$ cat src/rtl/sev_code_sequencer.sv
// Display-code sequencer feeding the seven-segment decoder: steps 0..MAX_CODE on a prescaled tick or by manual pulses.
// Optional build macro SEQ_DIR_EN adds the i_dir input for down-counting.
module sev_code_sequencer #(
    parameter int unsigned DIV_COUNT = 25000000,
    parameter int unsigned CNT_W     = 25,
    parameter int unsigned MAX_CODE  = 6
) (
    input  logic       i_clk,
    input  logic       i_rst_n,
    input  logic       i_start,
    input  logic       i_stop,
    input  logic       i_step,
`ifdef SEQ_DIR_EN
    input  logic       i_dir,
`endif
    output logic [3:0] o_code,
    output logic       o_code_stb,
    output logic       o_wrap,
    output logic       o_running
);

    typedef enum logic [1:0] {
        IDLE,
        RUN,
        PAUSE
    } state_t;

    localparam logic [CNT_W-1:0] CNT_LAST = CNT_W'(DIV_COUNT - 1);
    localparam logic [3:0]       CODE_MAX = 4'(MAX_CODE);

    state_t           state;
    state_t           next_state;
    logic [CNT_W-1:0] cnt;
    logic [CNT_W-1:0] cnt_next;
    logic [3:0]       code_next;
    logic             stb_next;
    logic             wrap_next;
    logic             tick;
    logic             advance;
    logic             clear;
    logic             count_down;

`ifdef SEQ_DIR_EN
    assign count_down = i_dir;
`else
    assign count_down = 1'b0;
`endif

    assign tick = (state == RUN) && (cnt == CNT_LAST);

    always_ff @(posedge i_clk or negedge i_rst_n) begin
        if (!i_rst_n) begin
            state      <= IDLE;
            cnt        <= '0;
            o_code     <= 4'd0;
            o_code_stb <= 1'b0;
            o_wrap     <= 1'b0;
            o_running  <= 1'b0;
        end else begin
            state      <= next_state;
            cnt        <= cnt_next;
            o_code     <= code_next;
            o_code_stb <= stb_next;
            o_wrap     <= wrap_next;
            o_running  <= (next_state == RUN);
        end
    end

    // Pulse priority is stop > start > step in every state.
    always_comb begin
        next_state = state;
        case (state)
            IDLE: begin
                if (!i_stop && i_start) next_state = RUN;
            end
            RUN: begin
                if (i_stop) next_state = PAUSE;
            end
            PAUSE: begin
                if (i_stop)       next_state = IDLE;
                else if (i_start) next_state = RUN;
            end
            default: next_state = IDLE;
        endcase
    end

    // In RUN the prescaler keeps counting on the stop edge, so a resume picks up the elapsed phase.
    always_comb begin
        cnt_next  = cnt;
        advance   = 1'b0;
        clear     = 1'b0;
        code_next = o_code;
        stb_next  = 1'b0;
        wrap_next = 1'b0;

        case (state)
            IDLE: begin
                cnt_next = '0;
                if (i_stop)                   clear   = 1'b1;
                else if (!i_start && i_step)  advance = 1'b1;
            end
            RUN: begin
                cnt_next = tick ? '0 : cnt + CNT_W'(1);
                advance  = tick && !i_stop;
            end
            PAUSE: begin
                if (i_stop) begin
                    clear    = 1'b1;
                    cnt_next = '0;
                end else if (!i_start && i_step) begin
                    advance = 1'b1;
                end
            end
            default: cnt_next = '0;
        endcase

        if (clear) begin
            code_next = 4'd0;
            stb_next  = (o_code != 4'd0);
        end else if (advance) begin
            stb_next = 1'b1;
            if (count_down) begin
                if (o_code == 4'd0) begin
                    code_next = CODE_MAX;
                    wrap_next = 1'b1;
                end else begin
                    code_next = o_code - 4'd1;
                end
            end else begin
                if (o_code >= CODE_MAX) begin
                    code_next = 4'd0;
                    wrap_next = 1'b1;
                end else begin
                    code_next = o_code + 4'd1;
                end
            end
        end
    end

endmodule

$ cat config.mk
export PLATFORM = sky130hd
export DESIGN_NAME = sev_code_sequencer
export DESIGN_NICKNAME = d
export VERILOG_FILES = /design/src/rtl/sev_code_sequencer.sv
export SDC_FILE = /design/constraint.sdc
export NUM_CORES = 1
export LEC_CHECK = 0
export ABC_CLOCK_PERIOD_IN_PS = 2300
export CORE_UTILIZATION = 53
export CTS_BUF_LIST = sky130_fd_sc_hd__clkbuf_8 sky130_fd_sc_hd__clkbuf_16
export DETAILED_ROUTE_END_ITERATION = 8
export PLACE_DENSITY = 0.75
export SYNTH_ARGS = -nofsm -noshare
export SYNTH_HDL_FRONTEND = slang
export SYNTH_SLANG_ARGS = --single-unit
$ cat constraint.sdc
create_clock -name i_clk -period 2.3 [get_ports i_clk]
set_input_delay 0.46 -clock i_clk [delete_from_list [all_inputs] [get_ports i_clk]]
set_output_delay 0.46 -clock i_clk [all_outputs]
set_load 0.05 [all_outputs]
==> results.tsv <==
metric	value	unit
grt total ovfl	0	
initial antenna violation count	0	
placed cells	276	
Max VDD drop	427.2	uV
ant diodes	0	
wire per inst	16.55	um
hpwl dp	3386	um
P&R area growth vs syn	16.97	%
register area share after synthesis	44.56	%
CP Buf/Inv Count	1	
critical path class	flop to flop	
Cells on Worst Hold Path	2	
Top Metal Used	met4	
hold_sp	cnt[16]	
Total Routing Usage GR	28.22	%
register bit total from synthesis	34	
Synth top area share	44.56	%
post-synth cell types	43	
Design Area, Final	0.002233	sq mm
Cell Area, Synth	0.001909	sq mm
Fin. Hold Viols	0	
Worst Hold End	cnt[16]	
clock tree buffer depth	2	
Critical Path AT	2.42	ns
outcome	finished clean	
CP max-delay cell	or4_4	
Critical R2R Launch	cnt[7]	
Post-synth EDFFs	0	
Period Utilization, post-route	98.66	%
CP delay by family, top	simple AND/OR/NAND/NOR gates	
clk sinks	34	
Synth Flop Type	dfrtp_1	
die footprint	0.003846	sq mm
synth cell count leaders	dfrtp_1 (34), nand2_1 (28), nand3_1 (16)	
Final nets	246	
overall power	1.337	mW
IO Count	12	
wirelength, routed	4700	um
Die Wd	62.02	um
fmax	0.4407	GHz
crit-path max cell delay	0.54	ns
YS warnings	0	
clk root buf	clkbuf_8	
crit end category	flop	
most common cell in the netlist	dfrtp_1	
Static Leakage	0.9391	nW
Met1 Wirelength	2032	um
CTS H-Tree Depth	2	
Slew Limit Fails	0	
first-pass GRT wire length	7693	um
relative slew slack	65.90	%
setup TNS	0	ns
Starting Density	56.33	%
syn_nets	223	
main combinational cell family by area after synthesis	simple AND/OR/NAND/NOR gates	
mux share of post-synthesis cell area	1.048	%
worst-skew pair later-pin latency	0.28	ns
dpl ws	0.06065	ns
postcts setup bufs	0	
# setup viols final	0	
asr flop ratio synth	100.0	%
R2R Setup Slk	0.03	ns
pin count of the biggest net entering global routing	35	
FF-to-FF End	cnt[3]	
Synth Area in Simple Gates	27.33	%
Worst-path clk slew	0.06	ns
CTS Buf Count	5	
MaxCap Viol Count	0	
antenna-violating nets left	0	
TritonCTS clock tree	built	
Final WS setup	0.03086	ns
vias in the first global route	1676	
Yosys top cell by area	dfrtp_1	
Detailed Routing Iterations Pass 1	8	
Avg Inst Size Synth	8.922	sq um
PD cells	598.6	mW/mm^2
vias post-DR	1826	
crit-path cells	or4_1, or4_4, o21a_1, buf_12, a41oi_1, a31oi_1	
Synth Instances	214	
chip height	62.02	um
Hold Crit Class	flop to flop	
Synth Area in Compound Gates	20.90	%
Final Critical Period	2.269	ns
unrepaired setup endpoints after global routing	yes	
routed wl met2	2241	um
crit-path max FO	32	
CP startpoint kind	flop	
XOR/XNOR Fraction of Synth Area	0	%
met3 wire length	336	um
Residual DRC	0	
Adder-Cell Fraction of Synth Area	2.621	%
Port-buffer cells	11	
Core Area	0.003390	sq mm
GP Congestion	0.9152	
fin util	65.89	%
vias per cell	6.430	
post-CTS sizing	0	
worst-case reg-to-reg path depth	6	
fin cells	284	
share of layout cells above drive strength 1	10.08	%
drt first-iter violations	309	
hold slack	0.5371	ns
Worst EP required	2.45	ns
Slew @ Worst Pin	0.5077	ns
Worst Skew	0.002460	ns
Post-DP Area	0.002142	sq mm
row count	21	
post-cts hold buffer count	0	
largest cells by area after synthesis	dfrtp_1 (45%), nand2_1 (5.5%), a31oi_1 (4.9%)	
-- cell type report --
| cell class | count | area [sq um] |
|---|---|---|
| multi-input combinational | 166 | 991.0 |
| clock buffer | 6 | 82.58 |
| inverter | 6 | 22.52 |
| timing repair buffer | 24 | 220.2 |
| clock inverter | 2 | 8.758 |
| fill | 275 | 1156 |
| sequential | 34 | 850.8 |
| tap | 46 | 57.56 |
-- placed cells by master (no fill, tap or decap), types with 4 or more instances in the layout --
| cell | instances |
|---|---|
| a21oi_1 | 13 |
| a31oi_1 | 15 |
| and4_1 | 6 |
| buf_4 | 12 |
| clkbuf_8 | 6 |
| clkdlybuf4s50_1 | 11 |
| dfrtp_1 | 34 |
| ha_1 | 4 |
| inv_1 | 7 |
| nand2_1 | 28 |
| nand2b_1 | 5 |
| nand3_1 | 16 |
| nand4_1 | 7 |
| nor2_1 | 10 |
| nor3_1 | 4 |
| o21ai_0 | 13 |
| or4_1 | 4 |
-- worst min-delay path: stages (launching register included) --
cell	delay, ns
dfrtp_1	0.37
nand2_1	0.06
nand3_1	0.08
-- kinds of logic after synthesis --
family	Yosys count
buffers and inverters	14
muxes	2
adders and majority gates	4
DFF	34
and+or+nand+nor	97
AOI/OAI and AO/OA	63
-- worst max-delay path by stage --
stage                     cells past startpoint    start  slack, ns      end
after floorplan                               7   cnt[7]       0.05   cnt[9]
after global placement                        6  cnt[15]       0.11  cnt[19]
after detailed placement                      6   cnt[7]       0.06   cnt[3]
after CTS                                     6   cnt[7]       0.04   cnt[3]
after global routing                          6   cnt[7]     -0.004  cnt[23]
final                                         6   cnt[7]       0.03   cnt[3]
-- where the power goes --
| part | switching (mW) | leakage, nW | internal, mW | total (mW) |
|---|---|---|---|---|
| sequential | 0.0427 | 0.465 | 0.633 | 0.675 |
| clock | 0.201 | 0.0524 | 0.237 | 0.437 |
| combinational | 0.137 | 0.421 | 0.0869 | 0.224 |
| total | 0.381 | 0.939 | 0.956 | 1.34 |
-- registers in the layout, indices dropped and copies added, names as in the netlist --
| name | count |
|---|---|
| o_wrap | 1 |
| state | 2 |
| o_code | 4 |
| o_running | 1 |
| cnt | 25 |
| o_code_stb | 1 |
-- layer usage --
metal / vias up / track usage [%]
met2: 101 / 44.83
met5: - / 0
met1: 851 / 37.30
li1: 858 / -
met3: 16 / 7.453
met4: 0 / 9.841
No activity file was read; power rests on OpenSTA's default activity.
